$ cat src/rtl/tamagotchi_pkg.sv
// Shared constants for the tamagotchi front-end and tamagotchi_fsm.
// Latency: n/a (constants and pure functions only).
// Backpressure: n/a.
package tamagotchi_pkg;

  localparam int unsigned CLK_HZ_DEFAULT      = 50_000_000;
  localparam int unsigned DEBOUNCE_MS_DEFAULT = 20;
  localparam int unsigned HOLD_SECS_DEFAULT   = 5;

  // Pet status levels shared with tamagotchi_fsm
  localparam logic [2:0] LEVEL_MIN = 3'd0;
  localparam logic [2:0] LEVEL_MAX = 3'd4;

  // 7-segment patterns, active-low, bit order gfedcba
  localparam logic [6:0] SEG_BLANK = 7'b111_1111;
  localparam logic [6:0] SEG_DASH  = 7'b011_1111;

  // Hold-timer state encoding
  typedef logic hold_state_t;
  localparam hold_state_t HOLD_IDLE   = 1'b0;
  localparam hold_state_t HOLD_ACTIVE = 1'b1;

  // Debounce length in clock cycles for a given clock and stable time
  function automatic int unsigned db_cycles(input int unsigned clk_hz, input int unsigned ms);
    return clk_hz / 1000 * ms;
  endfunction

  // Decimal digit to 7-segment pattern (blank for anything above 9)
  function automatic logic [6:0] seg_digit(input logic [3:0] d);
    case (d)
      4'd0:    return 7'b100_0000;
      4'd1:    return 7'b111_1001;
      4'd2:    return 7'b010_0100;
      4'd3:    return 7'b011_0000;
      4'd4:    return 7'b001_1001;
      4'd5:    return 7'b001_0010;
      4'd6:    return 7'b000_0010;
      4'd7:    return 7'b111_1000;
      4'd8:    return 7'b000_0000;
      4'd9:    return 7'b001_0000;
      default: return SEG_BLANK;
    endcase
  endfunction

endpackage

$ cat src/rtl/button_debouncer.sv
// Synchronise one raw pad, debounce it and emit a 1-cycle press pulse.
// Latency: pad edge to press_pulse = 2 sync + DB_CYCLES + 1 cycles; level is one cycle earlier.
// Backpressure: none; the pad cannot be stalled, glitches shorter than DB_CYCLES are dropped.
module button_debouncer #(
  parameter int unsigned DB_CYCLES  = 4,
  parameter bit          ACTIVE_LOW = 1'b1
) (
  input  logic clk,
  input  logic rst_n,
  input  logic raw,
  output logic level,
  output logic press_pulse
);

  localparam int unsigned    CNT_W    = $clog2(DB_CYCLES + 1);
  localparam logic [CNT_W-1:0] CNT_LAST = CNT_W'(DB_CYCLES - 1);
  // Pad value when the button is released
  localparam logic           RAW_IDLE = ACTIVE_LOW;

  logic             sync_q1;
  logic             sync_q2;
  logic             pressed;
  logic             stable_q;
  logic             stable_d_q;
  logic [CNT_W-1:0] cnt_q;

  // Two-flop synchroniser, reset to the released pad level
  always_ff @(posedge clk or negedge rst_n) begin
    if (!rst_n) begin
      sync_q1 <= RAW_IDLE;
      sync_q2 <= RAW_IDLE;
    end else begin
      sync_q1 <= raw;
      sync_q2 <= sync_q1;
    end
  end

  // 1 = pressed regardless of pad polarity
  assign pressed = sync_q2 ^ RAW_IDLE;

  // Flip the stable state only after DB_CYCLES consecutive differing samples
  always_ff @(posedge clk or negedge rst_n) begin
    if (!rst_n) begin
      cnt_q    <= '0;
      stable_q <= 1'b0;
    end else if (pressed == stable_q) begin
      cnt_q <= '0;
    end else if (cnt_q == CNT_LAST) begin
      cnt_q    <= '0;
      stable_q <= pressed;
    end else begin
      cnt_q <= cnt_q + 1'b1;
    end
  end

  // Registered rising-edge detector on the debounced level
  always_ff @(posedge clk or negedge rst_n) begin
    if (!rst_n) begin
      stable_d_q  <= 1'b0;
      press_pulse <= 1'b0;
    end else begin
      stable_d_q  <= stable_q;
      press_pulse <= stable_q & ~stable_d_q;
    end
  end

  assign level = stable_q;

endmodule

$ cat src/rtl/tamagotchi_button_conditioner.sv
// Clean the six board buttons: action presses as pulses, reset/test as timed holds.
// Latency: action pulse 2+DB_CYCLES+1 cycles after the pad edge; hold seconds count from debounced press.
// Backpressure: none; outputs are free-running pulses/levels, reset hold overrides the test timer.
module tamagotchi_button_conditioner
  import tamagotchi_pkg::*;
#(
  parameter int unsigned CLK_HZ         = CLK_HZ_DEFAULT,
  parameter int unsigned DEBOUNCE_MS    = DEBOUNCE_MS_DEFAULT,
  parameter int unsigned HOLD_SECS      = HOLD_SECS_DEFAULT,
  parameter bit          BTN_ACTIVE_LOW = 1'b1
) (
  input  logic       clk,
  input  logic       rst_n,
  input  logic       raw_salud,
  input  logic       raw_energia,
  input  logic       raw_hambre,
  input  logic       raw_diversion,
  input  logic       raw_reset,
  input  logic       raw_test,
  output logic       btn_salud,
  output logic       btn_energia,
  output logic       btn_hambre,
  output logic       btn_diversion,
  output logic       btn_reset,
  output logic       btn_test,
  output logic [2:0] count_reset,
  output logic [2:0] count_test
);

  localparam int unsigned DB_CYCLES = db_cycles(CLK_HZ, DEBOUNCE_MS);
  localparam int unsigned PRESC_W   = $clog2(CLK_HZ);
  localparam logic [PRESC_W-1:0] PRESC_LAST = PRESC_W'(CLK_HZ - 1);
  localparam logic [2:0] SECS_SAT = 3'(HOLD_SECS);
  localparam logic [2:0] SECS_PRE = 3'(HOLD_SECS - 1);

  // Button slots in the debouncer array
  localparam int unsigned NUM_BTN   = 6;
  localparam int unsigned IDX_RESET = 4;
  localparam int unsigned IDX_TEST  = 5;

  // Hold-timer slots
  localparam int unsigned TMR_RESET = 0;
  localparam int unsigned TMR_TEST  = 1;

  if (HOLD_SECS < 1 || HOLD_SECS > 7) begin : g_bad_hold_secs
    $fatal(1, "HOLD_SECS must be in 1..7");
  end

  logic [NUM_BTN-1:0] raw_vec;
  logic [NUM_BTN-1:0] lvl_vec;
  logic [NUM_BTN-1:0] press_vec;

  assign raw_vec = {raw_test, raw_reset, raw_diversion, raw_hambre, raw_energia, raw_salud};

  for (genvar i = 0; i < NUM_BTN; i++) begin : g_db
    button_debouncer #(
      .DB_CYCLES  (DB_CYCLES),
      .ACTIVE_LOW (BTN_ACTIVE_LOW)
    ) u_db (
      .clk         (clk),
      .rst_n       (rst_n),
      .raw         (raw_vec[i]),
      .level       (lvl_vec[i]),
      .press_pulse (press_vec[i])
    );
  end

  assign btn_salud     = press_vec[0];
  assign btn_energia   = press_vec[1];
  assign btn_hambre    = press_vec[2];
  assign btn_diversion = press_vec[3];

  // Action levels and hold-button pulses are not needed downstream
  logic unused_ok;
  assign unused_ok = ^{lvl_vec[3:0], press_vec[IDX_TEST], press_vec[IDX_RESET]};

  hold_state_t [1:0]              state_q, state_nxt;
  logic        [1:0][PRESC_W-1:0] presc_q, presc_nxt;
  logic        [1:0][2:0]         secs_q,  secs_nxt;
  logic        [1:0]              fire_q,  fire_nxt;
  logic        [1:0]              held;
  logic        [1:0]              force_idle;

  assign held[TMR_RESET]       = lvl_vec[IDX_RESET];
  assign held[TMR_TEST]        = lvl_vec[IDX_TEST];
  // Reset hold wins: the test timer is parked while reset is pressed
  assign force_idle[TMR_RESET] = 1'b0;
  assign force_idle[TMR_TEST]  = lvl_vec[IDX_RESET];

  // Hold-timer next state: prescaler, saturating seconds and the one-shot fire pulse
  always_comb begin
    state_nxt = state_q;
    presc_nxt = presc_q;
    secs_nxt  = secs_q;
    fire_nxt  = '0;
    for (int t = 0; t < 2; t++) begin
      if (force_idle[t] || !held[t]) begin
        state_nxt[t] = HOLD_IDLE;
        presc_nxt[t] = '0;
        secs_nxt[t]  = '0;
      end else if (state_q[t] == HOLD_IDLE) begin
        state_nxt[t] = HOLD_ACTIVE;
      end else if (presc_q[t] == PRESC_LAST) begin
        presc_nxt[t] = '0;
        if (secs_q[t] != SECS_SAT) begin
          secs_nxt[t] = secs_q[t] + 3'd1;
          fire_nxt[t] = (secs_q[t] == SECS_PRE);
        end
      end else begin
        presc_nxt[t] = presc_q[t] + 1'b1;
      end
    end
  end

  // Hold-timer state register
  always_ff @(posedge clk or negedge rst_n) begin
    if (!rst_n) begin
      state_q <= {2{HOLD_IDLE}};
      presc_q <= '0;
      secs_q  <= '0;
      fire_q  <= '0;
    end else begin
      state_q <= state_nxt;
      presc_q <= presc_nxt;
      secs_q  <= secs_nxt;
      fire_q  <= fire_nxt;
    end
  end

  assign btn_reset   = fire_q[TMR_RESET];
  assign btn_test    = fire_q[TMR_TEST];
  assign count_reset = secs_q[TMR_RESET];
  assign count_test  = secs_q[TMR_TEST];

endmodule

$ cat config.mk
export PLATFORM = sky130hd
export DESIGN_NAME = tamagotchi_button_conditioner
export DESIGN_NICKNAME = d
export VERILOG_FILES = /design/src/rtl/tamagotchi_pkg.sv /design/src/rtl/button_debouncer.sv /design/src/rtl/tamagotchi_button_conditioner.sv
export SDC_FILE = /design/constraint.sdc
export NUM_CORES = 1
export LEC_CHECK = 0
export ABC_AREA = 1
export CORE_UTILIZATION = 25
export CTS_CLUSTER_SIZE = 8
export DETAILED_ROUTE_END_ITERATION = 7
export HOLD_SLACK_MARGIN = 0.15
export PLACE_DENSITY_LB_ADDON = 0.05
export SYNTH_ARGS = -nofsm -noshare
export SYNTH_HDL_FRONTEND = slang
export SYNTH_SLANG_ARGS = --single-unit
$ cat constraint.sdc
create_clock -name clk -period 3.9 [get_ports clk]
set_clock_uncertainty 0.2 [all_clocks]
set_input_delay 0.78 -clock clk [delete_from_list [all_inputs] [get_ports clk]]
set_output_delay 0.78 -clock clk [all_outputs]
set_load 0.01 [all_outputs]
# Word level (Yosys, flattened, before mapping)
# Index checks and enable logic that the tools add are counted.
# Widths: inputs -> output; s select.
dict set report op_classes {
  add_sub_neg 10
  eq_ne 21
  muxes 36
  bitwise_logic 20
  reduce_logical 13
}
# op count
set op_table {}
lappend op_table {{$mux 20} 12}
lappend op_table {{$mux 26} 6}
lappend op_table {{$add 20x1->20 const B} 6}
lappend op_table {{$eq 20x20->1 const B} 6}
lappend op_table {{$add 26x1->26 const B} 2}
lappend op_table {{$eq 26x26->1 const B} 2}
lappend op_table {{$mux 3} 8}
lappend op_table {{$not 1->1} 16}
lappend op_table {{$reduce_and 2->1} 6}
lappend op_table {{$mux 1} 10}
lappend op_table {{$add 3x1->3 const B} 2}
lappend op_table {{$eq 1x1->1} 6}
lappend op_table {{$eq 3x3->1 const B} 2}
lappend op_table {{$ne 2x2->1 const B} 3}
lappend op_table {{$ne 3x3->1 const B} 2}
lappend op_table {{$reduce_and 3->1} 2}
lappend op_table {{$reduce_bool 2->1} 3}
lappend op_table {{$and 1x1->1} 4}
lappend op_table {{$logic_not 1->1} 1}
lappend op_table {{$logic_or 1x1->1} 1}
dict set report totals {
  ff_bits 208
  output_inout_bits 12
  word_cells 138
}

# Logic depth before layout (Yosys ltp)
# Gate-level depths: netlist of the first run.
dict set report depth {
  depth_word 5
  mapped_depth 11
  mapped_depth_nobuf 10
}

# Modules after synthesis
# From an unflattened synthesis of the first run, not the netlist that was laid out.
dict set report hier_totals {
  cells_unflattened 1561
  hier_area_um2 12136.6
}
# module n_inst cells_each area_each_um2 seq_area_each_um2
set by_module_without_submodules {}
lappend by_module_without_submodules {button_debouncer 6 164 1348.8 628.1}
lappend by_module_without_submodules {tamagotchi_button_conditioner 1 577 4043.9 1551.5}

# Least setup slack after synthesis of the first run
# Ideal clock, no wire load.
dict set report synth_path {
  path_type {reg-to-reg}
  from {register presc_q[0] (netlist bit)}
  to {register presc_q[22] (netlist bit)}
  arrival_time_ps 1426
  t_required_ps 3582
  slack_ps 2156
  stages_incl_launch_ff 12
  path_buffers 1
  period_less_slack_ps 1744
  cell_sequence {dfrtp_1 -> ha_1 -> nand2_1 -> nor2_1 -> nand2_1 -> nor2_2 -> nand3_2 -> inv_1 -> nor2_1 -> buf_2 -> nand3_1 -> nand2_1}
}
dict set report synth_between {
  elab_chain_cells 4
}
# item line
set synth_lines {}
lappend synth_lines {{start, declared} tamagotchi_button_conditioner.sv:78} ;# logic [1:0][PRESC_W-1:0] presc_q, presc_nxt;
lappend synth_lines {{start signal, assigned} tamagotchi_button_conditioner.sv:124} ;# presc_q <= presc_nxt;
lappend synth_lines {{$add 26x1->26 / $eq 26x26->1 (equally long branches)} {tamagotchi_button_conditioner.sv:110, tamagotchi_button_conditioner.sv:103}}
lappend synth_lines {{$mux 26 (*)} tamagotchi_button_conditioner.sv:103} ;# end else if (presc_q[t] == PRESC_LAST) begin
lappend synth_lines {{$mux 26 (*)} tamagotchi_button_conditioner.sv:101} ;# end else if (state_q[t] == HOLD_IDLE) begin
lappend synth_lines {{$mux 26 (*)} tamagotchi_button_conditioner.sv:97} ;# if (force_idle[t] || !held[t]) begin
# Mark *: on every way between the ends. The rest lies on a longest branch, timed or not. The select of a mux whose other input is x is not followed.
# A chain may end at the register's enable or synchronous reset.

# Final worst setup path of the first run
dict set report layout_path {
  from {register secs_q (netlist bit count_reset[0])}
  to {output port count_reset[0]}
}
# item line
set layout_lines {}
lappend layout_lines {{start, declared} tamagotchi_button_conditioner.sv:79} ;# logic [1:0][2:0] secs_q, secs_nxt;
lappend layout_lines {{start signal, assigned} tamagotchi_button_conditioner.sv:125} ;# secs_q <= secs_nxt;
lappend layout_lines {{end, declared} tamagotchi_button_conditioner.sv:26} ;# output logic [2:0] count_reset,
# No word-level cell between the ends.

==> metrics, run 1 <==
Synth Register Bits 208; post-synthesis area per instance 7.458 sq um; Post-Syn Area 0.01130 sq mm; highest-delay cell along the critical path sky130_fd_sc_hd__clkdlybuf4s50_1; fmax 0.3840 GHz; classification of the worst setup path reg -> out; number of vias in the routed layout 9308; number of buffers added by the clock tree synthesis step 30; worst slew margin relative to its limit 0.2922; post-route cell area 0.01308 sq mm; Net count, final 1579; Core Rows 77; number of distinct library cells after synthesis 40; share of total power in combinational logic 0.026; final-report max-slew violation count 0; dominant cell type by area after synthesis sky130_fd_sc_hd__dfrtp_1; switching fraction of total power 0.2284; first-pass detailed-route iteration total 4; post-cts resize count 0; H-tree lvl count 1; unrepaired setup endpoints after global routing no; synthesis warning total 0; DIE HEIGHT 214.6 microns; fraction of layout cells with a size suffix above 1 0.05133; floorplan die width 214.6 microns; cell types occupying the most area after synthesis sky130_fd_sc_hd__dfrtp_1 43%, sky130_fd_sc_hd__nand2_1 12%, sky130_fd_sc_hd__nor2_1 11%, sky130_fd_sc_hd__inv_1 6.3%, sky130_fd_sc_hd__nand3_1 4.7%; number of global-route vias before repair 9496; most common cell after layout, fill and taps aside sky130_fd_sc_hd__nand2_1; Data arrival, critical path 1620 ps; post-synthesis instance total 1515; post-DP HPWL 20.70 mm; number of sinks driven by the clock tree 208; Ant. Diodes 0; share of the clock period used by the worst path 0.6677; sort of element at the end of the critical path output port; I/O Pins 20; pin slew with the least headroom to its limit 1058 ps; number of antenna violations at the first check in global routing 0; Remaining Overflow, GRT 0; Placed Instance Area 0.01220 sq mm; Die ar. 0.04605 sq mm; sequential element share of the synthesized area 0.4620; Detailed Route WL 28.75 mm; Max Buffers Root-to-Sink 3; required time at the endpoint of the critical path 2920 ps; post-DR wirelength/cell 13.25 microns; routability congestion estimate 0.7829; clock latency of the later-clocked register in the worst-skew pair 560 ps; most frequent cells in the layout 349 x sky130_fd_sc_hd__nand2_1, 338 x sky130_fd_sc_hd__nor2_1, 196 x sky130_fd_sc_hd__dfrtp_1; Setup TNS Final 0 ps; pwr dens 365.2 mW/mm^2; fin crit period 2604 ps; Net Sw Power 0.001091 W; P_leak 5.456 nW; final-report hold violation count 0; pin count of the biggest net entering global routing 65; clock share of power 0.513; layout overhead on the synthesized area 15.74%; maximum vdd ir drop 0.2289 mV; clock tree from TritonCTS done; Buf/Inv on CP 1; Root Driver sky130_fd_sc_hd__clkbuf_16; Post-route DRC 0; PortBufs 19; overall global routing resource usage 0.1284; max-cap violations 0; internal power 0.003685 W; Core Region 0.04441 sq mm; type of the worst min-delay path reg -> reg; delay-heaviest family, CP buffers and inverters; wire length of the first global-routing pass 48.98 mm; # setup viols final 0; Synth top area share 0.4341; Detail Route Antenna Nets 0; sequence of cells on the critical path clkdlybuf4s50_1; initial core utilization 0.2544; ratio of routed vias to standard cells 4.289; clock transition at the registers of the reported paths 50 ps; Iteration-0 DRC Markers 573; Worst Hold Margin 152.9 ps; sequential share of power 0.462; result of the run finished clean; crit start category flop; number of buffers inserted to repair setup after CTS 0; CP peak stage delay 610 ps; Net Count, Synth 1538; worst-path maximum fanout 6
[cells by family (layout without fill, tap and decap cells)]
logic type / count (synthesis) / in the layout / synth area share
xor+xnor: 76 / 76 / 0.05891
compound gates: 65 / 65 / 0.03123
simple gates: 941 / 941 / 0.3589
flops: 208 / 208 / 0.4620
fa+ha+maj: 15 / 15 / 0.01661
buf+inv: 210 / 273 / 0.07231
[sequential cells by signal (all words and copies together) (netlist names)]
signal                 flops
g_db.u_db.press_pulse      4
count_reset                3
state_q                    2
fire_q                     2
g_db.u_db.cnt_q          120
g_db.u_db.sync_q1          6
presc_q                   52
g_db.u_db.stable_d_q       4
g_db.u_db.level            6
count_test                 3
g_db.u_db.sync_q2          6
[power groups by stage]
stage / Sequential (W) / Combinational (W) / Clock [W]
3_3_place_gp: 0.00224 / 0.000132 / 0
6_report: 0.00220 / 0.000124 / 0.00245
5_1_grt: 0.00221 / 0.000148 / 0.00265
3_5_place_dp: 0.00224 / 0.000132 / 0
4_1_cts: 0.00220 / 0.000133 / 0.00257
2_1_floorplan: 0.00224 / 0.0000547 / 0
[cell usage after synthesis (all sizes together)]
master	n
nand2	358
nor2	347
dfrtp	196
inv	194
nand3	108
nor3	64
nand4	51
xor2	47
a21oi	32
xnor2	29
o21ai	22
ha	15
dfstp	12
buf	11
nor3b	6
a31oi	5
and3	3
clkbuf	3
o21bai	3
clkinv	2
nand3b	2
and2	1
o211ai	1
o221ai	1
o32ai	1
or2	1
[area by class of cell]
cell class,count,area (sq um)
Fill cell,4829,31340
Multi-Input combinational cell,1097,5261
Sequential cell,208,5220
Clock buffer,54,862.1
Tap cell,592,740.7
Inverter,196,739.5
Timing Repair Buffer,23,252.7
[worst paths after layout]
| kind | from | end | slack, ps | depth (start not counted) |
|---|---|---|---|---|
| worst min-delay path | g_db[2].u_db.sync_q1 | g_db[2].u_db.sync_q2 | 150 | 0 |
| min in group asynchronous | rst_n | g_db[3].u_db.level | 550 | 2 |
| max in group asynchronous | rst_n | g_db[0].u_db.sync_q2 | 2100 | 3 |
| worst max-delay path | count_reset[0] | count_reset[0] | 1300 | 1 |
| worst min register to register | g_db[2].u_db.sync_q1 | g_db[2].u_db.sync_q2 | 150 | 0 |
| worst max register to register | presc_q[0] | presc_q[20] | 1400 | 10 |
[repair_timing]
item / 4_1_cts / 5_1_grt
hold buffers: 1 / 0
endpoints found under the hold margin: 52 / 0
endpoints found under the setup margin: 0 / 0
[per-layer routing]
layer  up-vias  global-route usage  wire length [microns]
met3        38             0.01872                    795
met1      4317              0.1758                  14320
met2        86              0.2096                  13070
li1       4867                   -                      -
met4         0             0.03643                    572
met5         -                   0                      0
[through the flow]
step                utilization  power (W)  setup slack, ps  instances
finish                   0.2944   0.004776             1296       2170
global route             0.2944   0.005005             1185       2170
CTS                      0.2944   0.004911             1232       2170
detailed placement       0.2748   0.002372             1391       2115
global placement         0.2748   0.002372             1468       2115
floorplan                     -   0.002290             2156       1515
(Power assumes the default switching activity.)
==> inputs of run 2 (changes only) <==
clock period = 2.3 ns   (was 3.9 ns; I/O delays follow)
==> metrics, run 2 (synthesis results as in run 1) <==
required time at the endpoint of the critical path 1640 ps; pwr dens 612.4 mW/mm^2; routability congestion estimate 0.7934; fraction of layout cells with a size suffix above 1 0.06488; number of antenna violations at the first check in global routing 0; Post-route DRC 0; number of buffers added by the clock tree synthesis step 30; type of the worst min-delay path reg -> reg; # setup viols final 0; pin count of the biggest net entering global routing 48; post-route cell area 0.01331 sq mm; layout overhead on the synthesized area 17.81%; clock tree from TritonCTS done; sequence of cells on the critical path clkdlybuf4s50_1; Detail Route Antenna Nets 0; wire length of the first global-routing pass 49.90 mm; number of buffers inserted to repair setup after CTS 0; post-DR wirelength/cell 13.13 microns; fill cell instance count of the final layout 4785; Ant. Diodes 0; number of sinks driven by the clock tree 208; DIE HEIGHT 214.6 microns; sort of element at the end of the critical path output port; Setup TNS Final 0 ps; Iteration-0 DRC Markers 406; Root Driver sky130_fd_sc_hd__clkbuf_16; most frequent cells in the layout 349 x sky130_fd_sc_hd__nand2_1, 337 x sky130_fd_sc_hd__nor2_1, 194 x sky130_fd_sc_hd__dfrtp_1; worst setup slack for register-to-register paths 310 ps; Core Rows 77; area used by sequential logic in the layout 0.005223 sq mm; pin slew with the least headroom to its limit 567.8 ps; leading registers by flop count g_db.u_db.cnt_q: 120 flops, presc_q: 52 flops; Remaining Overflow, GRT 0; number of vias in the routed layout 9418; Placed Instance Area 0.01237 sq mm; final-report max-slew violation count 0; worst slew margin relative to its limit 0.6211; highest-delay cell along the critical path sky130_fd_sc_hd__clkdlybuf4s50_1; area taken by multi-input logic gates 0.005264 sq mm; result of the run finished clean; clock transition at the registers of the reported paths 60 ps; post-DP HPWL 20.87 mm; ratio of routed vias to standard cells 4.291; Buf/Inv on CP 1; first-pass detailed-route iteration total 5; classification of the worst setup path reg -> out; initial core utilization 0.2544; max-cap violations 0; clock latency of the later-clocked register in the worst-skew pair 560 ps; Core Region 0.04441 sq mm; I/O Pins 20; P_leak 5.593 nW; number of global-route vias before repair 9492; delay-heaviest family, CP buffers and inverters; H-tree lvl count 1; Max Buffers Root-to-Sink 3; Data arrival, critical path 1560 ps; most common cell after layout, fill and taps aside sky130_fd_sc_hd__nand2_1; max reg flops 120; unrepaired setup endpoints after global routing no; Detailed Route WL 28.83 mm; floorplan die width 214.6 microns; CP peak stage delay 570 ps; fmax 0.4513 GHz; Net count, final 1603; overall global routing resource usage 0.1306; fraction of the core area covered by cells at the end of the flow 0.2997; worst-path maximum fanout 5; fin crit period 2216 ps; Largest Register g_db.u_db.cnt_q; crit start category flop; maximum vdd ir drop 0.4133 mV; share of the clock period used by the worst path 0.9634; final-report hold violation count 0; PortBufs 19; Die ar. 0.04605 sq mm
-- run 2: through the flow --
| stage | instances | hold WS, ps | total power [W] | worst slack (ps) |
|---|---|---|---|---|
| after floorplan | 1515 | -35.59 | 0.003884 | 555.9 |
| after global placement | 2134 | 145.3 | 0.004039 | 30.76 |
| after detailed placement | 2134 | 146.8 | 0.004039 | 15.89 |
| after CTS | 2195 | 151.7 | 0.008395 | 22.69 |
| after global routing | 2195 | 153.6 | 0.008583 | 3.511 |
| final | 2195 | 148.9 | 0.008152 | 84.26 |
-- run 2: area by class of cell --
class / count / area share
sequential: 208 / 0.3924
inverter: 196 / 0.05556
clock buffer: 55 / 0.06580
timing repair buffer: 47 / 0.03516
multi-input combinational: 1097 / 0.3955
tap: 592 / 0.05565
-- run 2: timing repair --
action                                  4_1_cts  5_1_grt
endpoints found under the setup margin        4       11
gates cloned                                  0        0
hold buffers                                  6        0
gates resized for setup                       4        1
hold endpoints to repair                    203        0
-- run 2: layer usage --
layer | vias to the layer above | GRT usage | wire [microns]
met3 | 42 | 0.02284 | 863
met5 | - | 0 | 0
met4 | 0 | 0.02976 | 571
met2 | 83 | 0.2152 | 13290
li1 | 4904 | - | -
met1 | 4389 | 0.1774 | 14100
-- run 2: path summary, 6_finish.rpt --
kind                                             from                endpoint  depth (start not counted)
worst max-delay path                    count_test[2]           count_test[2]                          1
worst min-delay path             g_db[1].u_db.sync_q1    g_db[1].u_db.sync_q2                          0
worst max register to register  g_db[5].u_db.cnt_q[0]  g_db[5].u_db.cnt_q[17]                          8
worst min register to register   g_db[1].u_db.sync_q1    g_db[1].u_db.sync_q2                          0
max in group asynchronous                       rst_n    g_db[4].u_db.sync_q2                          3
min in group asynchronous                       rst_n  g_db[3].u_db.cnt_q[19]                          2
-- run 2: worst register-to-register path: cells and delay by family, from the launching register on --
| kind | cells | cell delay [ps] |
|---|---|---|
| adder cells (fa/ha/maj) | 1 | 310 |
| buffers and inverters | 2 | 220 |
| flip-flops | 1 | 400 |
| AND/OR/NAND/NOR | 5 | 730 |
-- run 2: report_power, final --
part | internal, W | total (W) | switching (W) | leakage, nW
clock | 0.00252 | 0.00418 | 0.00166 | 0.416
combinational | 0.0000754 | 0.000233 | 0.000157 | 2.33
sequential | 0.00371 | 0.00374 | 0.0000284 | 2.85
total | 0.00630 | 0.00815 | 0.00185 | 5.59
